<file path="config.mk">
export PLATFORM = sky130hd
export DESIGN_NAME = burst_sequencer
export DESIGN_NICKNAME = d
export VERILOG_FILES = /design/src/rtl/burst_sequencer.sv
export SDC_FILE = /design/constraint.sdc
export NUM_CORES = 1
export LEC_CHECK = 0
export ABC_AREA = 1
export BUFFER_PORTS_ARGS = -buffer_cell sky130_fd_sc_hd__buf_4
export CAP_MARGIN = 25
export CORE_UTILIZATION = 58
export DETAILED_ROUTE_END_ITERATION = 10
export PLACE_DENSITY_LB_ADDON = 0.12
export SETUP_SLACK_MARGIN = 0.15
export SYNTH_ARGS = -nofsm -noshare
export SYNTH_HDL_FRONTEND = slang
export SYNTH_SLANG_ARGS = --single-unit
</file>
<file path="constraint.sdc">
create_clock -name clk -period 1.85 [get_ports clk]
set_clock_uncertainty 0.2 [all_clocks]
set_input_delay 0.555 -clock clk [delete_from_list [all_inputs] [get_ports clk]]
set_output_delay 0.555 -clock clk [all_outputs]
set_load 0.1 [all_outputs]
</file>
<file path="src/rtl/burst_sequencer.sv">
// ---------------------------------------------------------------------------
// burst_sequencer
//
// Upstream stage of the OOK packet generator in the fan-controller transmit
// path. A command accepted from the UART decoder or the button logic is
// latched onto cmd_out. The block then emits REPEATS single-cycle
// start_packet strobes, one every GAP_CYCLES clocks. After the last strobe it
// stays busy for one trailing gap, so the final packet finishes before the
// next burst can start.
//
// Optional feature (compile-time macro BURST_SEQUENCER_PENDING_EN):
//   Adds a one-deep pending command slot. A request accepted while a burst is
//   running is launched back-to-back when that burst's trailing gap ends,
//   with no IDLE cycle in between. When the macro is undefined, requests are
//   accepted only in IDLE and no pending storage exists.
//
// Handshake: a request transfers on a rising clock edge when req_valid and
//   req_ready are both high in that cycle. req_ready never depends on
//   req_valid. abort forces req_ready low, so a request offered in the same
//   cycle as abort is never taken. A request that is not accepted is ignored;
//   the requester holds it or drops it.
//
// Ports:
//   clk          in   system clock (12 MHz reference domain)
//   reset        in   synchronous, active-high reset
//   req_valid    in   command request present
//   req_cmd      in   [CMD_W-1:0] requested command code
//   req_ready    out  request accepted when high together with req_valid
//   abort        in   synchronous burst cancel; returns to IDLE next cycle
//   cmd_out      out  [CMD_W-1:0] command for the packet generator
//   start_packet out  one-cycle strobe, high exactly in FIRE
//   busy         out  high whenever state != IDLE
//   remaining    out  [CNT_W-1:0] packets of this burst not yet strobed
// ---------------------------------------------------------------------------
module burst_sequencer #(
    parameter int CMD_W      = 3,
    parameter int CMD_RESET  = 7,
    parameter int REPEATS    = 63,
    parameter int CNT_W      = 6,
    parameter int GAP_CYCLES = 131072,
    parameter int GAP_W      = 17
) (
    input  logic             clk,
    input  logic             reset,
    input  logic             req_valid,
    input  logic [CMD_W-1:0] req_cmd,
    output logic             req_ready,
    input  logic             abort,
    output logic [CMD_W-1:0] cmd_out,
    output logic             start_packet,
    output logic             busy,
    output logic [CNT_W-1:0] remaining
);

    typedef enum logic [1:0] {
        IDLE = 2'd0,
        FIRE = 2'd1,
        GAP  = 2'd2
    } state_t;

    // FIRE lasts one cycle and GAP counts the timer down to zero inclusive,
    // so a reload of GAP_CYCLES-2 gives a FIRE-to-FIRE period of GAP_CYCLES.
    localparam logic [GAP_W-1:0] GAP_RELOAD  = GAP_W'(GAP_CYCLES - 2);
    localparam logic [CNT_W-1:0] REPEATS_VAL = CNT_W'(REPEATS);
    localparam logic [CMD_W-1:0] CMD_RST_VAL = CMD_W'(CMD_RESET);

    state_t           state;
    state_t           state_nx;
    logic [CMD_W-1:0] cmd_q;
    logic [CMD_W-1:0] cmd_nx;
    logic [CNT_W-1:0] rem_q;
    logic [CNT_W-1:0] rem_nx;
    logic [GAP_W-1:0] timer_q;
    logic [GAP_W-1:0] timer_nx;
    logic             accept;

`ifdef BURST_SEQUENCER_PENDING_EN
    logic             pend_valid;
    logic             pend_valid_nx;
    logic [CMD_W-1:0] pend_cmd;
    logic [CMD_W-1:0] pend_cmd_nx;

    // While busy the slot accepts one command as long as it is empty.
    assign req_ready = !abort && ((state == IDLE) || !pend_valid);
`else
    assign req_ready = (state == IDLE) && !abort;
`endif

    assign accept = req_valid && req_ready;

    // Outputs decoded only from registered state.
    assign start_packet = (state == FIRE);
    assign busy         = (state != IDLE);
    assign cmd_out      = cmd_q;
    assign remaining    = rem_q;

    // -----------------------------------------------------------------------
    // State register
    // -----------------------------------------------------------------------
    always_ff @(posedge clk) begin
        if (reset) begin
            state   <= IDLE;
            cmd_q   <= CMD_RST_VAL;
            rem_q   <= '0;
            timer_q <= '0;
        end else begin
            state   <= state_nx;
            cmd_q   <= cmd_nx;
            rem_q   <= rem_nx;
            timer_q <= timer_nx;
        end
    end

`ifdef BURST_SEQUENCER_PENDING_EN
    always_ff @(posedge clk) begin
        if (reset) begin
            pend_valid <= 1'b0;
            pend_cmd   <= '0;
        end else begin
            pend_valid <= pend_valid_nx;
            pend_cmd   <= pend_cmd_nx;
        end
    end
`endif

    // -----------------------------------------------------------------------
    // Next-state logic
    // -----------------------------------------------------------------------
    always_comb begin
        state_nx = state;
        cmd_nx   = cmd_q;
        rem_nx   = rem_q;
        timer_nx = timer_q;
`ifdef BURST_SEQUENCER_PENDING_EN
        pend_valid_nx = pend_valid;
        pend_cmd_nx   = pend_cmd;

        // A busy-time accept only happens with the slot empty, so it can
        // never collide with the slot being consumed at the end of a gap.
        if (accept && (state != IDLE)) begin
            pend_valid_nx = 1'b1;
            pend_cmd_nx   = req_cmd;
        end
`endif

        if (abort) begin
            // cmd_out deliberately holds its last value on abort.
            state_nx = IDLE;
            rem_nx   = '0;
            timer_nx = '0;
`ifdef BURST_SEQUENCER_PENDING_EN
            pend_valid_nx = 1'b0;
`endif
        end else begin
            case (state)
                IDLE: begin
                    if (accept) begin
                        cmd_nx   = req_cmd;
                        rem_nx   = REPEATS_VAL;
                        state_nx = FIRE;
                    end
                end
                FIRE: begin
                    // FIRE is only entered with rem_q >= 1, so no wrap.
                    rem_nx   = rem_q - 1'b1;
                    timer_nx = GAP_RELOAD;
                    state_nx = GAP;
                end
                GAP: begin
                    if (timer_q != '0) begin
                        timer_nx = timer_q - 1'b1;
                    end else if (rem_q != '0) begin
                        state_nx = FIRE;
                    end else begin
`ifdef BURST_SEQUENCER_PENDING_EN
                        if (pend_valid) begin
                            // Back-to-back launch: no IDLE cycle, so the new
                            // first strobe is GAP_CYCLES after the old last.
                            cmd_nx        = pend_cmd;
                            rem_nx        = REPEATS_VAL;
                            pend_valid_nx = 1'b0;
                            state_nx      = FIRE;
                        end else begin
                            state_nx = IDLE;
                        end
`else
                        state_nx = IDLE;
`endif
                    end
                end
                default: begin
                    state_nx = IDLE;
                    rem_nx   = '0;
                    timer_nx = '0;
                end
            endcase
        end
    end

endmodule

</file>
; After elaboration in Yosys (flattened, before gate mapping)
; Index checks and enable logic that the tools add are counted.
[totals]
register_bits = 28
output_inout_bits = 12
elab_cells = 34
[op_classes]
eq_ne = 5
n_bitwise = 3
n_addsub = 2
n_reduce_logical = 12
muxes = 8
[ops]
columns = operator, count
row1 = case mux 17 bit (3 select lines), 1
row2 = case mux 6 bit (3 select lines), 1
row3 = two-way mux 17 bit, 1
row4 = nonzero test 17 bit, 1
row5 = "subtractor 17 x 1 -> 17 bit, second input constant", 1
row6 = two-way mux 6 bit, 1
row7 = "inequality test 2 bit, second input constant", 3
row8 = case mux 2 bit (3 select lines), 1
row9 = AND reduction 2 bit, 3
row10 = nonzero test 6 bit, 1
row11 = "subtractor 6 x 1 -> 6 bit, second input constant", 1
row12 = two-way mux 2 bit, 2
row13 = NOT 1 bit, 3
row14 = AND reduction 3 bit, 1
row15 = "== test 2 x 1 -> 1 bit, second input constant", 1
row16 = "== test 2 bit, second input constant", 1
row17 = logical AND 1 bit, 2
row18 = zero test 2 bit, 1
row19 = nonzero test 2 bit, 1
row20 = OR reduction 2 bit, 1
row21 = zero test 1 bit, 1
row22 = two-way mux 1 bit, 1

; Logic depth before layout (Yosys ltp)
; Gate-level depths: netlist of the first run.
[logic_depth]
ltp_word = 5
ltp_mapped = 10
depth_no_buf = 10

; Worst setup path before layout of the first run
; OpenSTA, ideal clock, no wires.
[synth_timing]
path_type = register to register
start = reg state[0]
end = reg rem_q[3], in the netlist remaining[3]
path_stages_with_launch = 9
path_buffers = 0
required_time_ns = 1.555
path_slack_ns = -1.497
t_arrival_ns = 3.052
path_cell_list = dfxtp_1 inv_1 ha_1 inv_2 nor2_1 nand2_1 nand2_1 nand2_2 a221oi_1
[synth_between]
elab_chain_cells = 5
word_cells_on_any_way = 9
classes_between = eq/ne: 3 / mux: 1 / bitwise: 1 / reduce/logical: 4
[synth_rtl]
columns = element, line
row1 = "start, declared", 67  ; state_t state;
row2 = "start signal, assigned", 107  ; state <= state_nx;
row3 = zero test 2 bit, 86  ; assign req_ready = (state == IDLE) && !abort;
row4 = logical AND 1 bit, 86
row5 = via req_ready, 47  ; output logic req_ready,
row6 = logical AND 1 bit, 89  ; assign accept = req_valid && req_ready;
row7 = inequality test 2 bit (no line), n/a
row8 = AND reduction 2 bit (no line), n/a
row9 = "end signal, assigned", 109  ; rem_q <= rem_nx;
row10 = "end, declared", 71  ; logic [CNT_W-1:0] rem_q;
; The timed path passes the listed nets, and every way through them passes these cells.
; A chain may end at the register's enable or synchronous reset.

; Final worst setup path of the first run
[layout_timing]
start = reg state[1]
end = out req_ready
[layout_between]
elab_chain_cells = 2
[layout_rtl]
columns = element, line
row1 = zero test 2 bit, 86
row2 = logical AND 1 bit, 86
row3 = "end, declared", 47
; Every way passes these cells.

==> metrics.log, run 1 <==
INFO  metric status = finished, violations left
INFO  metric failed_checks = DRC, setup timing
INFO  metric synth.largest_area_cell = sky130_fd_sc_hd__dfxtp_1
INFO  metric drt_wl_total = 7180 µm
INFO  metric maxSlewHeadroom = 67.3%
INFO  metric fp.dieH = 57.4 µm
INFO  metric setup_tns_final = -1560 ps
INFO  metric timing.hold.ws = 228 ps
INFO  metric clk_pin_slew = 170 ps
INFO  metric synth_area_per_cell = 6.52 µm²
INFO  metric finalSetupViolations = 18
INFO  metric async_flop_share = 0%
INFO  metric timing_hold_violations_final = 0
INFO  metric post_layout_min_period = 2120 ps
INFO  metric floorplan.initialDensity = 62.9%
INFO  metric detail_route.vias_per_cell = 6.61
INFO  metric cp_max_fo = 4
INFO  metric timing.final.ws_setup = -267 ps
INFO  metric netlist_area = 1780 µm²
INFO  metric drt-wirelength-per-cell = 20.4 µm
INFO  metric cts_buffers = 3
INFO  metric post_synth_inst_count = 273
INFO  metric postRouteAntennaNets = 0
INFO  metric die_footprint = 3290 µm²
INFO  metric ys.warnings.count = 0
INFO  metric cts_root_buffer = sky130_fd_sc_hd__clkbuf_4
INFO  metric setup_crit_start_kind = flip-flop
INFO  metric timing_max_transition_violations_final = 0
INFO  metric grt_pass1_wl = 6870 µm
INFO  metric synth_seq_area_share = 31.5%
INFO  metric rows = 19
INFO  metric fmax = 472 MHz
INFO  metric synth_area_leaders = sky130_fd_sc_hd__dfxtp_1, sky130_fd_sc_hd__nand2_1, sky130_fd_sc_hd__nand3_1, sky130_fd_sc_hd__inv_1, sky130_fd_sc_hd__nor2_1
INFO  metric synth_most_common_cell = sky130_fd_sc_hd__nand2_1
INFO  metric drv_cap = 0
INFO  metric cts.sinks = 28
INFO  metric worstSetupPathType = reg -> out
INFO  metric dieWidth = 57.4 µm
INFO  metric tightest_slew = 490 ps
INFO  metric h-tree-depth = 1
INFO  metric timing.critical_path.to_type = output port
INFO  metric drt_pass1_iterations = 8
INFO  metric synth_enable_flop_cells = 0
INFO  metric synth_top_flop_cell = sky130_fd_sc_hd__dfxtp_1
INFO  metric synth_cell_types = 25
INFO  metric groute.usage.overall = 26.3%
INFO  metric peakVddDrop = 0.000369 V
INFO  metric power.static_leakage = 1.29 nW
INFO  metric synthToLayoutAreaGrowth = 54.0%
INFO  metric worst-endpoint-required = 1090 ps
INFO  metric worstPathArrival = 1360 ps
INFO  metric final.period_utilization = 114%
INFO  metric min_path_type = in -> reg
INFO  metric placeableCoreArea = 2830 µm²
INFO  metric holdPathStages = 3
INFO  metric rr_worst_depth = 10
INFO  metric cts_max_path_buffers = 2
INFO  metric ys_ff_latch = 28
INFO  metric pin_count = 19
INFO  metric drt_iter0_drc = 393
INFO  metric dp.final_hpwl = 2630 µm
INFO  metric synthTopCellsByCount = sky130_fd_sc_hd__nand2_1, sky130_fd_sc_hd__inv_1, sky130_fd_sc_hd__dfxtp_1, sky130_fd_sc_hd__nor2_1, sky130_fd_sc_hd__nand3_1
INFO  metric number_of_nets_at_the_end_of_the_flow = 336
INFO  metric place.port_buffers = 18
INFO  metric route.vias.total = 2328
INFO  metric clock_latency = 350 ps
INFO  metric grt_setup_unrepaired = yes
INFO  metric n_antenna_cell = 0
INFO  metric grt_pass1_vias = 1581
INFO  metric grt_overflow_total = 0
INFO  metric fraction_of_layout_cells_with_a_size_suffix_above_1 = 43.9%
INFO  metric synthDominantCellAreaShare = 31.5%
INFO  metric grt_start_max_net_pins = 18
INFO  metric powerDensity = 514 nW/µm²
INFO  metric antenna_found_initial = 0
INFO  metric reg2reg_from = state[0]
INFO  metric gp_congestion = 0.827
INFO  metric hold_start = req_cmd[0]
INFO  metric route.detailed.drc = 5
INFO  metric startpoint = state[1]
INFO  metric cts_tree = built
INFO  metric mappedNetlistNets = 287
-- worst max-delay path, cell delays in order, from the launching register on --
cell and delay, ps:
sky130_fd_sc_hd__dfxtp_4 410, sky130_fd_sc_hd__inv_4 80, sky130_fd_sc_hd__ha_4 190, sky130_fd_sc_hd__inv_12 50, sky130_fd_sc_hd__nor2_4 110, sky130_fd_sc_hd__buf_12 180
-- metal layers --
layer | wire length, µm | track usage [%]
met1 | 2600 | 32.1
met2 | 3360 | 48.3
met3 | 743 | 2.95
met4 | 484 | 7.67
met5 | 0 | 0
-- metrics by stage --
stage	cell area [µm²]	worst slack, ps	power [mW]	instances	util (%)
after global routing	2740	-292	1.44	352	96.9
after detailed placement	2050	25.5	0.958	323	72.5
after CTS	2280	-199	1.32	334	80.6
after floorplan	1820	-233	0.880	273	-
final	2740	-267	1.41	352	96.9
after global placement	2050	45.6	0.954	323	72.5
-- state kept, by name, summed over array words and instances (netlist names) --
signal	cells
cmd_out	3
remaining	6
state	2
timer_q	17
-- final cells by class --
type                    instances  area (µm²)
multi-input cells             209        1320
repair buffers                 50         621
flip-flops and latches         28         598
inverters                      30         130
fillers                        54        88.8
well taps                      31        38.8
clock buffers                   4        36.3
-- repair_timing --
item                       CTS  global route
setup endpoints to repair   35            36
hold endpoints to repair     0             0
pin swaps                    7            18
gates resized for setup     40            77
hold buffers                 0             0
gates cloned                 0             3
buffers inserted             7            15
-- cells by family (layout without fill, tap and decap cells) --
group / Yosys count / in the layout / share of synthesized area, %
buffers and inverters: 36 / 84 / 8.44
adders and majority gates: 7 / 7 / 4.92
AOI/OAI and AO/OA: 39 / 39 / 14.5
xor gates and xnor gates: 1 / 1 / 0.492
and+or+nand+nor: 162 / 162 / 40.2
DFF: 28 / 28 / 31.5
-- where the power goes --
| part | switching (mW) | total, mW | internal [mW] |
|---|---|---|---|
| combinational | 0.289 | 0.452 | 0.163 |
| clock | 0.203 | 0.324 | 0.121 |
| sequential | 0.0183 | 0.633 | 0.615 |
-- placed cells by master, fill, tap and decap left out, types with 4 or more instances in the layout --
cell type                  instances
sky130_fd_sc_hd__inv_1            24
sky130_fd_sc_hd__dfxtp_4           6
sky130_fd_sc_hd__nand3_1          26
sky130_fd_sc_hd__buf_6             4
sky130_fd_sc_hd__buf_4            28
sky130_fd_sc_hd__a21oi_2          15
sky130_fd_sc_hd__nor2_2            6
sky130_fd_sc_hd__nor2_1           23
sky130_fd_sc_hd__a221oi_2          5
sky130_fd_sc_hd__nand2_4          13
sky130_fd_sc_hd__nand2_2          10
sky130_fd_sc_hd__nand2_1          74
sky130_fd_sc_hd__buf_12           13
sky130_fd_sc_hd__dfxtp_1          10
sky130_fd_sc_hd__o21ai_0           8
sky130_fd_sc_hd__a21oi_1           8
sky130_fd_sc_hd__dfxtp_2          12
-- path summary, 6_finish.rpt --
| path | end | slack (ps) |
|---|---|---|
| setup reg to reg | timer_q[12] | -140 |
| hold / removal | cmd_out[0] | 230 |
| setup / recovery | req_ready | -270 |
| hold reg to reg | timer_q[9] | 330 |
Note: power is estimated with default switching activity, not from simulation.
==> run 2, diff against run 1 <==
Settings changed: PLACE_DENSITY from default to 0.85, PLACE_DENSITY_LB_ADDON 0.12 to default.
==> metrics.log, run 2 (synthesis gave the netlist of run 1 again) <==
INFO  metric timing.critical_path.to_type = output port
INFO  metric critical_path.cell_chain = inv_2 -> ha_4 -> inv_12 -> buf_12 -> buf_16
INFO  metric dp.final_hpwl = 2720 µm
INFO  metric final_cell_mix = sky130_fd_sc_hd__nand2_1, sky130_fd_sc_hd__inv_1, sky130_fd_sc_hd__nand3_1, sky130_fd_sc_hd__nor2_1, sky130_fd_sc_hd__buf_4
INFO  metric fraction_of_layout_cells_with_a_size_suffix_above_1 = 39.4%
INFO  metric grt_overflow_total = 0
INFO  metric grt_setup_unrepaired = yes
INFO  metric pin_count = 19
INFO  metric cts_tree = built
INFO  metric critical_path_cell_count = 5
INFO  metric die_footprint = 3290 µm²
INFO  metric grt_start_max_net_pins = 17
INFO  metric clock_latency = 350 ps
INFO  metric cp_max_fo = 3
INFO  metric most_flops_register = timer_q
INFO  metric drt_wl_total = 6670 µm
INFO  metric postRouteAntennaNets = 0
INFO  metric timing_max_transition_violations_final = 0
INFO  metric floorplan.initialDensity = 62.9%
INFO  metric worstPathArrival = 1360 ps
INFO  metric timing.rr.end = state[1]
INFO  metric antenna_found_initial = 0
INFO  metric startpoint = state[0]
INFO  metric rows = 19
INFO  metric groute.usage.overall = 26.0%
INFO  metric n_antenna_cell = 0
INFO  metric grt_pass1_wl = 6780 µm
INFO  metric tightest_slew = 333 ps
INFO  metric worstSetupPathType = reg -> out
INFO  metric fp.dieH = 57.4 µm
INFO  metric post_layout_min_period = 2110 ps
INFO  metric layout_commonest_cell = sky130_fd_sc_hd__nand2_1
INFO  metric fmax = 474 MHz
INFO  metric synthToLayoutAreaGrowth = 45.0%
INFO  metric clk_pin_slew = 160 ps
INFO  metric setup_crit_start_kind = flip-flop
INFO  metric detail_route.vias_per_cell = 6.45
INFO  metric powerDensity = 526 nW/µm²
INFO  metric fillCellCount = 111
INFO  metric failed_checks = DRC, setup timing
INFO  metric cpPeakStageDelay = 410 ps
INFO  metric grt_pass1_vias = 1557
INFO  metric status = finished, violations left
INFO  metric timing.final.ws_setup = -261 ps
INFO  metric crit_slowest_cell = sky130_fd_sc_hd__dfxtp_2
INFO  metric dp_worst_setup_slack = -17.1 ps
INFO  metric placeableCoreArea = 2830 µm²
INFO  metric largest_reg_flops = 17
INFO  metric total_power = 1.36 mW
INFO  metric route.vias.total = 2213
INFO  metric cts.sinks = 28
INFO  metric final_util = 91.2%
INFO  metric drt_pass1_iterations = 10
INFO  metric design_area = 2580 µm²
INFO  metric placement.cell_area = 2030 µm²
INFO  metric cts_buffers = 3
INFO  metric number_of_nets_at_the_end_of_the_flow = 328
INFO  metric peakVddDrop = 0.000340 V
INFO  metric drt_iter0_drc = 330
INFO  metric cpLargestDelayFamily = flip-flops
INFO  metric rr_worst_depth = 7
INFO  metric maxSlewHeadroom = 77.6%
INFO  metric worst-endpoint-required = 1090 ps
INFO  metric reg2reg_from = timer_q[12]
INFO  metric drt-wirelength-per-cell = 19.4 µm
INFO  metric gp_congestion = 0.847
INFO  metric setup_tns_final = -1010 ps
INFO  metric finalSetupViolations = 13
INFO  metric critical_path.endpoint = busy
INFO  metric cp_num_buf_inv = 4
INFO  metric dieWidth = 57.4 µm
INFO  metric h-tree-depth = 1
INFO  metric reg2reg_slack = -60 ps
INFO  metric cts_hold_buf = 0
INFO  metric place.port_buffers = 18
INFO  metric cts_root_buffer = sky130_fd_sc_hd__clkbuf_4
INFO  metric final.period_utilization = 114%
INFO  metric power.static_leakage = 1.25 nW
INFO  metric timing_hold_violations_final = 0
INFO  metric cts_max_path_buffers = 2
INFO  metric route.detailed.drc = 6
INFO  metric drv_cap = 0
INFO  metric min_path_type = in -> reg
## run 2: changes by cell type in the layout (fill, tap and decap cells not counted), sizes merged
cell / delta
buf: -5
clkbuf: -4
## run 2: worst min path at each step
stage | from | endpoint | cells past startpoint
3_5_place_dp | cmd_out[1] | cmd_out[1] | 2
3_3_place_gp | cmd_out[1] | cmd_out[1] | 2
2_1_floorplan | timer_q[1] | timer_q[1] | 2
5_1_grt | req_cmd[0] | cmd_out[0] | 3
6_report | req_cmd[0] | cmd_out[0] | 3
4_1_cts | req_cmd[1] | cmd_out[1] | 3
## run 2: area by class of cell
cell class	count	area [µm²]	share of cell area [%]
Inverter	30	128	4.95
Clock buffer	3	22.5	0.873
Tap cell	31	38.8	1.50
Timing Repair Buffer	42	490	19.0
Sequential cell	28	587	22.7
Multi-Input combinational cell	209	1310	50.9
## run 2: tightest hold or removal path: cells and delay by family
family                 cells  cell delay [ps]
AND/OR/NAND/NOR            2              110
buffers and inverters      1               80
## run 2: power breakdown
group | internal, mW | leakage [nW] | switching (mW)
clock network | 0.0771 | 0.0138 | 0.201
registers | 0.616 | 0.232 | 0.0193
logic | 0.154 | 1.00 | 0.291
total | 0.847 | 1.25 | 0.511
## run 2: repair_timing
item                                    CTS  global route
gates resized for setup                  40            68
gates cloned                              0             0
setup buffers                             7             8
endpoints found under the hold margin     0             0
endpoints found under the setup margin   34            34
pin swaps                                 4            14
## run 2: through the flow
step / std cells / hold slack (ps)
after global placement: 325 / 258
after CTS: 335 / 206
final: 343 / 218
after floorplan: 273 / 255
after global routing: 343 / 211
after detailed placement: 325 / 258
## run 2: layer usage
| layer | wire, µm | track usage (%) |
|---|---|---|
| met5 | 0 | 0 |
| met2 | 3190 | 43.7 |
| met1 | 2420 | 33.8 |
| met4 | 420 | 10.5 |
| met3 | 634 | 3.40 |
==> run 3, diff against run 2 <==
Settings changed: SETUP_SLACK_MARGIN 0.15 to default.
==> metrics.log, run 3 (synthesis gave the netlist of run 1 again) <==
INFO  metric status = finished, violations left
INFO  metric failed_checks = DRC, setup timing
INFO  metric startpoint = state[1]
INFO  metric cp_max_fo = 4
INFO  metric dp_worst_setup_slack = -25.6 ps
INFO  metric cts_hold_buf = 0
INFO  metric fp.dieH = 57.4 µm
INFO  metric drv_cap = 0
INFO  metric cell_int_power = 0.951 mW
INFO  metric n_antenna_cell = 0
INFO  metric synthToLayoutAreaGrowth = 27.4%
INFO  metric largest_reg_flops = 17
INFO  metric floorplan.initialDensity = 62.9%
INFO  metric detail_route.vias_per_cell = 5.65
INFO  metric post_layout_min_period = 2080 ps
INFO  metric layout_commonest_cell = sky130_fd_sc_hd__nand2_1
INFO  metric drt-wirelength-per-cell = 14.2 µm
INFO  metric gp_congestion = 0.844
INFO  metric finalSetupViolations = 4
INFO  metric total_power = 1.41 mW
INFO  metric cts_tree = built
INFO  metric grt_pass1_vias = 1686
INFO  metric timing.hold.ws = 245 ps
INFO  metric worstPathArrival = 1330 ps
INFO  metric timing.rr.end = remaining[4]
INFO  metric grt_pass1_wl = 7330 µm
INFO  metric placement.cell_area = 2030 µm²
INFO  metric grt_setup_unrepaired = yes
INFO  metric min_path_type = in -> reg
INFO  metric postRouteAntennaNets = 0
INFO  metric reg2reg_from = state[1]
INFO  metric cts.sinks = 28
INFO  metric fmax = 480 MHz
INFO  metric power.share.combinational = 26.2%
INFO  metric register_area = 569 µm²
INFO  metric powerDensity = 621 nW/µm²
INFO  metric fillCellCount = 185
INFO  metric design_area = 2270 µm²
INFO  metric cts_buffers = 3
INFO  metric worst-endpoint-required = 1090 ps
INFO  metric drt_wl_total = 4790 µm
INFO  metric h-tree-depth = 1
INFO  metric die_footprint = 3290 µm²
INFO  metric peakVddDrop = 0.000471 V
INFO  metric antenna_found_initial = 0
INFO  metric pin_count = 19
INFO  metric worstSetupPathType = reg -> out
INFO  metric groute.usage.overall = 28.3%
INFO  metric timing_hold_violations_final = 0
INFO  metric switching_share = 32.4%
INFO  metric placeableCoreArea = 2830 µm²
INFO  metric tightest_slew = 297 ps
INFO  metric dp.final_hpwl = 2850 µm
INFO  metric clock_latency = 350 ps
INFO  metric reg2reg_slack = 0 ps
INFO  metric drt_pass1_iterations = 7
INFO  metric setup_tns_final = -659 ps
INFO  metric grt_start_max_net_pins = 17
INFO  metric number_of_nets_at_the_end_of_the_flow = 322
INFO  metric drt_iter0_drc = 146
INFO  metric clk_pin_slew = 170 ps
INFO  metric power.static_leakage = 1.00 nW
INFO  metric dieWidth = 57.4 µm
INFO  metric final.period_utilization = 113%
INFO  metric setup_crit_start_kind = flip-flop
INFO  metric timing_max_transition_violations_final = 0
INFO  metric cts_root_buffer = sky130_fd_sc_hd__clkbuf_4
INFO  metric most_flops_register = timer_q
INFO  metric layoutNonFillerInstCount = 338
INFO  metric final_util = 80.1%
INFO  metric cts_max_path_buffers = 2
INFO  metric fraction_of_layout_cells_with_a_size_suffix_above_1 = 27.4%
INFO  metric route.detailed.drc = 1
INFO  metric timing.final.ws_setup = -231 ps
INFO  metric register_share_of_total_power = 44.7%
INFO  metric placedCellCount = 325
INFO  metric place.port_buffers = 18
INFO  metric timing.critical_path.to_type = output port
INFO  metric final_cell_mix = sky130_fd_sc_hd__nand2_1, sky130_fd_sc_hd__buf_4, sky130_fd_sc_hd__nor2_1, sky130_fd_sc_hd__inv_1, sky130_fd_sc_hd__nand3_1
INFO  metric route.vias.total = 1911
INFO  metric critical_path.endpoint = req_ready
INFO  metric area_of_the_multi_input_gates = 1130 µm²
INFO  metric maxSlewHeadroom = 80.1%
INFO  metric rows = 19
INFO  metric grt_overflow_total = 0
INFO  metric clock_power_share = 29.1%
INFO  metric power.switching = 0.456 mW
INFO  metric rr_worst_depth = 9
## run 3: changes by cell type in the layout (fill, tap and decap cells not counted), sizes merged
cell,change
buf,-6
bufinv,+1
## run 3: how the worst min path moves through the flow
| stage | start | to | slack (ps) | cells after the start |
|---|---|---|---|---|
| 6_report | req_cmd[2] | cmd_out[2] | 240 | 3 |
| 5_1_grt | req_cmd[2] | cmd_out[2] | 220 | 3 |
| 4_1_cts | req_cmd[0] | cmd_out[0] | 210 | 3 |
| 3_5_place_dp | cmd_out[0] | cmd_out[0] | 260 | 2 |
| 3_3_place_gp | cmd_out[0] | cmd_out[0] | 260 | 2 |
| 2_1_floorplan | timer_q[1] | timer_q[1] | 260 | 2 |
## run 3: layout make-up
cell class	count	share of cell area, %
multi-input cells	209	50.1
repair buffers	36	15.2
flip-flops and latches	28	25.1
clock buffers	3	0.993
inverters	30	5.63
clock inverters	1	1.32
well taps	31	1.71
## run 3: critical path: stages (launching register included)
cell	delay [ps]
sky130_fd_sc_hd__dfxtp_4	410
sky130_fd_sc_hd__inv_4	60
sky130_fd_sc_hd__ha_4	170
sky130_fd_sc_hd__inv_12	40
sky130_fd_sc_hd__nor2_4	110
sky130_fd_sc_hd__buf_12	180
## run 3: metal layers
metal	global-route usage (%)	vias to the layer above	routed length, µm
li1	-	942	-
met1	35.5	889	2010
met2	47.7	74	2460
met3	4.99	6	249
met4	12.2	0	59
met5	0	-	0
## run 3: repair_timing
action / CTS / global route
resized for setup: 9 / 16
pin swaps: 3 / 0
setup endpoints to repair: 21 / 29
buffers inserted: 6 / 3
## run 3: power groups by stage
stage,combinational [mW],sequential (mW),clock [mW]
finish,0.369,0.629,0.410
global route,0.388,0.631,0.437
CTS,0.332,0.629,0.417
detailed placement,0.311,0.641,0
global placement,0.306,0.641,0
floorplan,0.152,0.727,0
